==> config.mk <==
export PLATFORM = sky130hd
export DESIGN_NAME = axis_accel_sel_ctrl
export DESIGN_NICKNAME = d
export VERILOG_FILES = /design/src/rtl/axis_accel_sel_ctrl.sv
export SDC_FILE = /design/constraint.sdc
export NUM_CORES = 1
export LEC_CHECK = 0
export ABC_AREA = 1
export CELL_PAD_IN_SITES_DETAIL_PLACEMENT = 0
export CELL_PAD_IN_SITES_GLOBAL_PLACEMENT = 1
export CORE_MARGIN = 3
export CORE_UTILIZATION = 41
export DETAILED_ROUTE_END_ITERATION = 16
export MAX_ROUTING_LAYER = met4
export PLACE_DENSITY = 0.89
export REMOVE_ABC_BUFFERS = 1
export SLEW_MARGIN = 0
export SYNTH_ARGS = -nofsm -noshare
export SYNTH_HDL_FRONTEND = slang
export SYNTH_SLANG_ARGS = --single-unit
==> constraint.sdc <==
create_clock -name ap_clk -period 5.14 [get_ports ap_clk]
set_input_delay 1.028 -clock ap_clk [delete_from_list [all_inputs] [get_ports ap_clk]]
set_output_delay 1.028 -clock ap_clk [all_outputs]
set_load 0.005 [all_outputs]
==> src/rtl/axis_accel_sel_ctrl.sv <==
// Job controller for the encoder/decoder stream selector: launches one job,
// tracks stream beats, waits for the output to drain and guards against stalls.
module axis_accel_sel_ctrl #(
    parameter int CNT_W   = 32,
    parameter int TIMEOUT = 1048576
) (
    input  logic             ap_clk,
    input  logic             ap_rst,
    input  logic             start_req,
    input  logic             mode_req,
    input  logic [CNT_W-1:0] beat_count,
    input  logic             in_V_TVALID,
    input  logic             in_V_TREADY,
    input  logic             out_V_TVALID,
    input  logic             out_V_TREADY,
    input  logic             ap_done,
    output logic             USE_ENC,
    output logic             ap_start,
    output logic             busy,
    output logic             start_rej,
    output logic             job_done,
    output logic             timeout,
    output logic [CNT_W-1:0] in_beats,
    output logic [CNT_W-1:0] out_beats
);

    localparam int WD_W = $clog2(TIMEOUT + 1);
    localparam logic [WD_W-1:0] WD_LAST = WD_W'(TIMEOUT - 1);

    typedef enum logic [2:0] {
        IDLE,
        START,
        RUN,
        DRAIN,
        DONE
    } state_t;

    state_t           state;
    state_t           next_state;
    logic [CNT_W-1:0] beat_lat;
    logic [CNT_W-1:0] in_inc;
    logic [CNT_W-1:0] out_inc;
    logic [CNT_W-1:0] out_nxt;
    logic [WD_W-1:0]  wdog;
    logic             in_hs;
    logic             out_hs;
    logic             counting;
    logic             active;
    logic             accept;
    logic             wd_expire;
    logic             set_timeout;

    always_comb begin
        in_hs       = in_V_TVALID & in_V_TREADY;
        out_hs      = out_V_TVALID & out_V_TREADY;
        counting    = (state == START) || (state == RUN) || (state == DRAIN);
        active      = (state == RUN) || (state == DRAIN);
        accept      = (state == IDLE) && start_req;
        in_inc      = (&in_beats) ? in_beats : in_beats + CNT_W'(1);
        out_inc     = (&out_beats) ? out_beats : out_beats + CNT_W'(1);
        // Drain exit must see a beat landing in the same cycle.
        out_nxt     = (counting && out_hs) ? out_inc : out_beats;
        wd_expire   = active && !in_hs && !out_hs && (wdog == WD_LAST);
        set_timeout = 1'b0;
        next_state  = state;
        case (state)
            IDLE:    if (start_req) next_state = START;
            START:   next_state = RUN;
            RUN: begin
                if (ap_done) begin
                    next_state = DRAIN;
                end else if (wd_expire) begin
                    next_state  = DONE;
                    set_timeout = 1'b1;
                end
            end
            DRAIN: begin
                if (out_nxt >= beat_lat) begin
                    next_state = DONE;
                end else if (wd_expire) begin
                    next_state  = DONE;
                    set_timeout = 1'b1;
                end
            end
            DONE:    next_state = IDLE;
            default: next_state = IDLE;
        endcase
    end

    // Status outputs are registered from next_state so they never glitch.
    always_ff @(posedge ap_clk or posedge ap_rst) begin
        if (ap_rst) begin
            state     <= IDLE;
            USE_ENC   <= 1'b0;
            ap_start  <= 1'b0;
            busy      <= 1'b0;
            start_rej <= 1'b0;
            job_done  <= 1'b0;
            timeout   <= 1'b0;
            in_beats  <= '0;
            out_beats <= '0;
            beat_lat  <= '0;
            wdog      <= '0;
        end else begin
            state     <= next_state;
            ap_start  <= (next_state == START) || (next_state == RUN);
            busy      <= (next_state != IDLE);
            job_done  <= (next_state == DONE);
            start_rej <= start_req && (state != IDLE);
            if (accept) begin
                USE_ENC   <= mode_req;
                beat_lat  <= beat_count;
                in_beats  <= '0;
                out_beats <= '0;
                timeout   <= 1'b0;
                wdog      <= '0;
            end else begin
                if (counting && in_hs) in_beats <= in_inc;
                out_beats <= out_nxt;
                if (set_timeout) timeout <= 1'b1;
                if (active && (next_state == state) && !in_hs && !out_hs)
                    wdog <= wdog + WD_W'(1);
                else
                    wdog <= '0;
            end
        end
    end

endmodule

==> impl_results.md, run 1 <==
* GR Util All Layers at approximately a fifth
* Worst hold margin at about 0.48 ns
* Seq cells post-synth at between 100 and 150
* Clock transition at the registers of the reported paths at around 0.060 ns
* Clock root buffer: clkbuf_16
* Hold_sp: wdog[0]
* Synth Flop Type: dfrtp_1
* CTS max path bufs at 2
* Worst R2R Start: out_beats[23]
* EDFF count, synth at 0
* Setup Viol. Count Final at 0
* Worst setup EP type: register
* Syn. warnings at 0
* Final worst slack at 1.14 ns
* Most frequent cells in the layout: nand2_1, inv_1, dfrtp_1
* Die area at 21500 um^2
* Maximum fanout along the worst path at 38
* Commonest non-fill, non-tap cell in the layout: nand2_1
* Syn_area_per_cell at roughly 7.7 um^2
* Max-cap viol count at 0
* Setup Skew at around 0.0085 ns
* Gr ovfl total at 0
* Critical path class: input pin to register
* Routed Antenna Nets at 0
* Number of global-route vias before repair at approximately 7000
* Placed Area at approximately 9400 um^2
* Detailed placer's ending HPWL at 15100 um
* Detailed Routing Iterations Pass 1 at 5
* Leading post-synthesis cells by cell area: dfrtp_1, nand2_1, inv_1
* Core Box Area at roughly 19000 um^2
* Starting DRT DRC Count at 444
* F_max at 250 MHz
* CTS buffer count at 17
* Critical Path RT at 5.41 ns
* Fin util at 52.8%
* Post-CTS setup buffers at 0
* Leading area contributor after synthesis: dfrtp_1
* Setup TNS at 0 ns
* Clk Latency, worst-skew pair at 0.42 ns
* Final Max Tran Viols at 0
* PwrDens at slightly above 500 nW/um^2
* Register area share after synthesis at 39.0%
* Row cnt at 50
* Clk sink count at between 100 and 150
* HP Class: register to register
* Via count at 7106
* Die Wd at around 150 um
* Slew @ Worst Pin at roughly 0.84 ns
* Rel. slew slack at ~44%
* Area of the multi-input gates at ~4200 um^2
* Total Wirelength at between 20000 and 25000 um
* Final nets at 1235
* DR WL/cell at approximately 14 um
* Storage cell area at roughly 3200 um^2
* DIE HEIGHT at 146 um
* Period minus WS final at 4.00 ns
* Async S/R FF share, synth at 100%
* Hold Fails Final Rpt at 0
* Status: finished clean
* Cts repair resizes at 0
* Pin count of the biggest net entering global routing at between 100 and 150
* Fillers at 1900
* Initial core utilization at between 40% and 50%
* Synth Instances at 1052
* I/O pin total at between 100 and 150
* Leakage at roughly 4.3 nW
* IO Port Bufs at 110
* GP Congestion at about 0.91
* Initial antenna violation count at 0
* Layout cell share with drive strength beyond 1 at about a tenth
* Peak VDD IR at ~0.00032 V
* Finished Cell Area at 10000 um^2
* Library cells used by synthesis at 45
* Critical Path AT at ~4.3 ns
* Final period util at between 70% and 80%
* Top-area cell type share of the netlist area at roughly 40%
* H-tree depth at 4
* Diode count at 0
* Global-route wire length before repair at 34600 um
* CP startpoint: out_V_TVALID
* CTS tree: built
* Post-DR vias/cell at about 5
* Cts hold-fix bufs at 0
* Unrepaired setup endpoints after global routing: false
* Mapped Area at just over 8000 um^2
* Synth-to-Final Area Change at 24.0%
* DRC viols at 0
* Place WS at 0.735 ns
* CP startpoint kind: input pin
## area by class of cell
class                      instances  area share, %
inverter                         146           5.53
tap                              260           3.24
clock inverter                    11           1.65
clock buffer                      20           4.55
multi-input combinational        751           42.0
timing repair buffer             117           11.6
sequential                       126           31.4
## per-stage QoR
stage / total power, mW / instances
floorplan: 3.01 / 1023
global placement: 3.90 / 1400
detailed placement: 3.94 / 1400
CTS: 5.26 / 1431
global route: 5.65 / 1431
finish: 5.20 / 1431
## Yosys cell counts, drive strengths merged (3+ instances only)
cell type,n
a21oi,12
buf,19
clkbuf,10
dfrtp,126
ha,35
inv,145
nand2,255
nand3,59
nand4,25
nor2,124
nor3,65
nor4,4
o21ai,76
o22ai,3
o31ai,18
xnor2,24
xor2,39
## layer usage
| layer | up-vias | wire length [um] | GRT usage (%) |
|---|---|---|---|
| met4 | 0 | 206 | 4.42 |
| met1 | 3312 | 9760 | 27.2 |
| met5 | - | 0 | - |
| li1 | 3607 | - | - |
| met3 | 14 | 1000 | 4.59 |
| met2 | 173 | 9510 | 31.3 |
## kinds of logic after synthesis
family          after synthesis  share of synthesized area (%)
compound gates              118                           8.40
xor+xnor                     63                           7.10
fa+ha+maj                    35                           5.41
buf+inv                     175                           9.02
flops                       126                           39.0
simple gates                535                           31.1
## registers in the layout, summed over array words and instances (netlist names)
name / flops
beat_lat: 32
in_beats: 32
out_beats: 32
wdog: 21
state: 3
USE_ENC: 1
ap_start: 1
busy: 1
job_done: 1
start_rej: 1
timeout: 1
## where the power goes
| part | switching [mW] | internal [mW] | leakage, nW |
|---|---|---|---|
| Combinational | 1.25 | 0.955 | 2.39 |
| Sequential | 0.379 | 1.34 | 1.66 |
| Clock | 0.439 | 0.831 | 0.294 |
| Total | 2.07 | 3.13 | 4.34 |
## critical path: stages
cell	delay, ns
clkdlybuf4s50_1	0.45
nand2_1	0.09
nor2_2	0.25
buf_4	0.39
nand3_1	0.12
o21ai_0	0.13
inv_1	0.08
ha_1	0.29
nand2_1	0.07
nor2_1	0.17
nand2_1	0.16
nor2_1	0.13
nand2_1	0.14
nand2_1	0.10
nor2_2	0.06
nor2_4	0.48
nor3_1	0.13
## final timing paths
kind	endpoint	slack, ns	depth (start not counted)
max	wdog[10]	1.14	17
min reg2reg	wdog[0]	0.48	1
max reg2reg	wdog[10]	1.53	20
min	wdog[0]	0.48	1
min in group asynchronous	in_beats[3]	1.14	2
max in group asynchronous	out_beats[3]	3.05	3
No activity file was read; power rests on OpenSTA's default activity.
==> run 2: changes to the inputs <==
Clock period 5.14 ns to 3.7 ns, I/O delays scaled along.
==> impl_results.md, run 2 (synthesis results as in run 1) <==
* Status: finished clean
* Most used cell, CP: nand2_1
* Combinational share of power at 46.0% (+3.5 points)
* Global-route wire length before repair at 35000 um (+1.3%)
* Critical Path AT at 3.73 ns (-0.54 ns)
* PwrDens at 700 nW/um^2 (+35%)
* HP Class: register to register
* Clk sink count at 126 (unchanged)
* Total Wirelength at 21400 um (+4.3%)
* Switch Pwr at 2.97 mW (+43%)
* Most frequent cells in the layout: nand2_1, inv_1, dfrtp_1
* DRC viols at 0 (unchanged)
* F_max at ~290 MHz
* Setup Viol. Count Final at 0 (unchanged)
* Routed Antenna Nets at 0 (unchanged)
* Maximum fanout along the worst path at 13 (-66%)
* Internal at 4.29 mW (+37%)
* Worst setup EP type: register
* CTS buffer count at 17 (unchanged)
* Via count at 7336 (+3.2%)
* Clk Latency, worst-skew pair at 0.43 ns (about the same)
* Critical path class: register to register
* Peak VDD IR at 0.000378 V (+19%)
* Post-DR vias/cell at 4.99 (+0.43%)
* Crit-path max cell delay at 0.51 ns (+0.03 ns)
* Clk network pwr share at 20.9% (-3.5 points)
* Finished Cell Area at 10400 um^2 (+3.3%)
* Fin util at 54.5% (+1.8 points)
* Worst hold margin at 0.472 ns (-0.0120 ns)
* Final nets at 1275 (+3.2%)
* Commonest non-fill, non-tap cell in the layout: nand2_1
* Cell chain of the critical path: nand2_1 > nor2_1 > nand2_1 > nor3_2 > nand4_4 > buf_4 > nand3_1 > o21ai_0 > inv_1 > ha_1 > a21oi_1 > o21ai_1 > nand2_1 > nand2_1 > a21oi_2 > nand3_1 > nand2_2 > nand3_4 > clkbuf_16 > nor3_2
* CTS tree: built
* Switch share at 40.9% (+1.0 points)
* Non-filler instance count after layout at 1471 (+2.8%)
* GP Congestion at 0.909 (+0.34%)
* Detailed placer's ending HPWL at 16000 um (+5.7%)
* Initial antenna violation count at 0 (unchanged)
* Worst path slowest cell: dfrtp_1
* Synth-to-Final Area Change at 28.1%
* Diode count at 0 (unchanged)
* Core Box Area at 19000 um^2 (unchanged)
* Period minus WS final at approximately 3.4 ns
* Leakage at 4.49 nW (+3.5%)
* Hold Fails Final Rpt at 0 (unchanged)
* Layout cell share with drive strength beyond 1 at 14.6% (+5.0 points)
* Clock transition at the registers of the reported paths at 0.06 ns (about the same)
* IO Port Bufs at 110 (unchanged)
* Max-cap viol count at 0 (unchanged)
* DIE HEIGHT at 146 um (unchanged)
* Setup Skew at 0.0106 ns (+0.00207 ns)
* Placed Area at 9610 um^2 (+2.1%)
* Row cnt at 50 (unchanged)
* Slew @ Worst Pin at 0.694 ns (-0.142 ns)
* Placed Cells at 1423 (+1.6%)
* Number of global-route vias before repair at 7095 (+2.4%)
* Final period util at between 90 and 100%
* Cts hold-fix bufs at 0 (unchanged)
* Final Max Tran Viols at 0 (unchanged)
* DR WL/cell at 14.5 um (+1.4%)
* Seq pwr share at 33.1% (about the same)
* Gr ovfl total at 0 (unchanged)
* Rel. slew slack at 53.7% (+9.5 points)
* Initial core utilization at 42.5% (unchanged)
* Die Wd at 146 um (unchanged)
* Pin count of the biggest net entering global routing at 70 (-36%)
* Starting DRT DRC Count at 400 (-9.9%)
* Critical Path RT at 4.04 ns (-1.37 ns)
* GR Util All Layers at 20.6% (+0.45 points)
* CTS max path bufs at 2 (unchanged)
* H-tree depth at 4 (unchanged)
* Leading registers by flop count: beat_lat: 32 flops, in_beats: 32 flops, out_beats: 32 flops
* CP startpoint kind: register
* Clock root buffer: clkbuf_16
* I/O pin total at 111 (unchanged)
* Die area at 21500 um^2 (unchanged)
* Detailed Routing Iterations Pass 1 at 5 (unchanged)
[run 2: final timing paths]
kind	slack (ns)	end	startpoint	cells past startpoint
max	0.31	wdog[19]	out_beats[22]	20
min	0.47	wdog[0]	wdog[0]	1
max reg2reg	0.31	wdog[19]	out_beats[22]	20
min reg2reg	0.47	wdog[0]	wdog[0]	1
max in group asynchronous	2.10	out_beats[11]	ap_rst	3
min in group asynchronous	0.78	in_beats[2]	ap_rst	2
[run 2: power groups by stage]
stage	sequential, mW	clock (mW)	combinational (mW)
4_1_cts	2.39	1.55	3.26
5_1_grt	2.46	1.60	3.82
3_5_place_dp	2.41	0	3.24
3_3_place_gp	2.40	0	3.17
2_1_floorplan	2.29	0	1.89
6_report	2.40	1.52	3.34
[run 2: metal layers]
metal	track usage (%)	vias to the layer above	part of all wire, %
met5	-	-	0
met4	5.36	0	1.3
met3	3.85	23	4.4
met2	33.0	184	47
met1	27.1	3445	47
li1	-	3684	-
[run 2: critical path: cells and delay by family, from the launching register on]
family          cells  cell delay (ns)
buf+inv             3             0.51
compound gates      4             0.55
fa+ha+maj           1             0.24
flops               1             0.51
simple gates       12             1.49
[run 2: layout make-up]
| cell class | count | area, um^2 |
|---|---|---|
| Tap cell | 260 | 325 |
| Sequential cell | 126 | 3170 |
| Fill cell | 1838 | 8650 |
| Timing Repair Buffer | 155 | 1490 |
| Clock inverter | 6 | 35.0 |
| Clock buffer | 25 | 495 |
| Inverter | 146 | 554 |
| Multi-Input combinational cell | 753 | 4290 |
[run 2: through the flow]
stage / TNS (ns) / setup slack [ns] / power [mW]
after CTS: 0 / 0.0745 / 7.19
after global placement: -5.51 / -0.267 / 5.57
after detailed placement: -7.33 / -0.365 / 5.65
final: 0 / 0.308 / 7.26
after floorplan: -66.39 / -0.749 / 4.18
after global routing: -0.0370 / -0.0142 / 7.88
[run 2: what timing repair did]
action                     4_1_cts  5_1_grt
setup buffers                    0       14
resized for setup                0       31
setup endpoints to repair        0       25
hold endpoints to repair         0        0
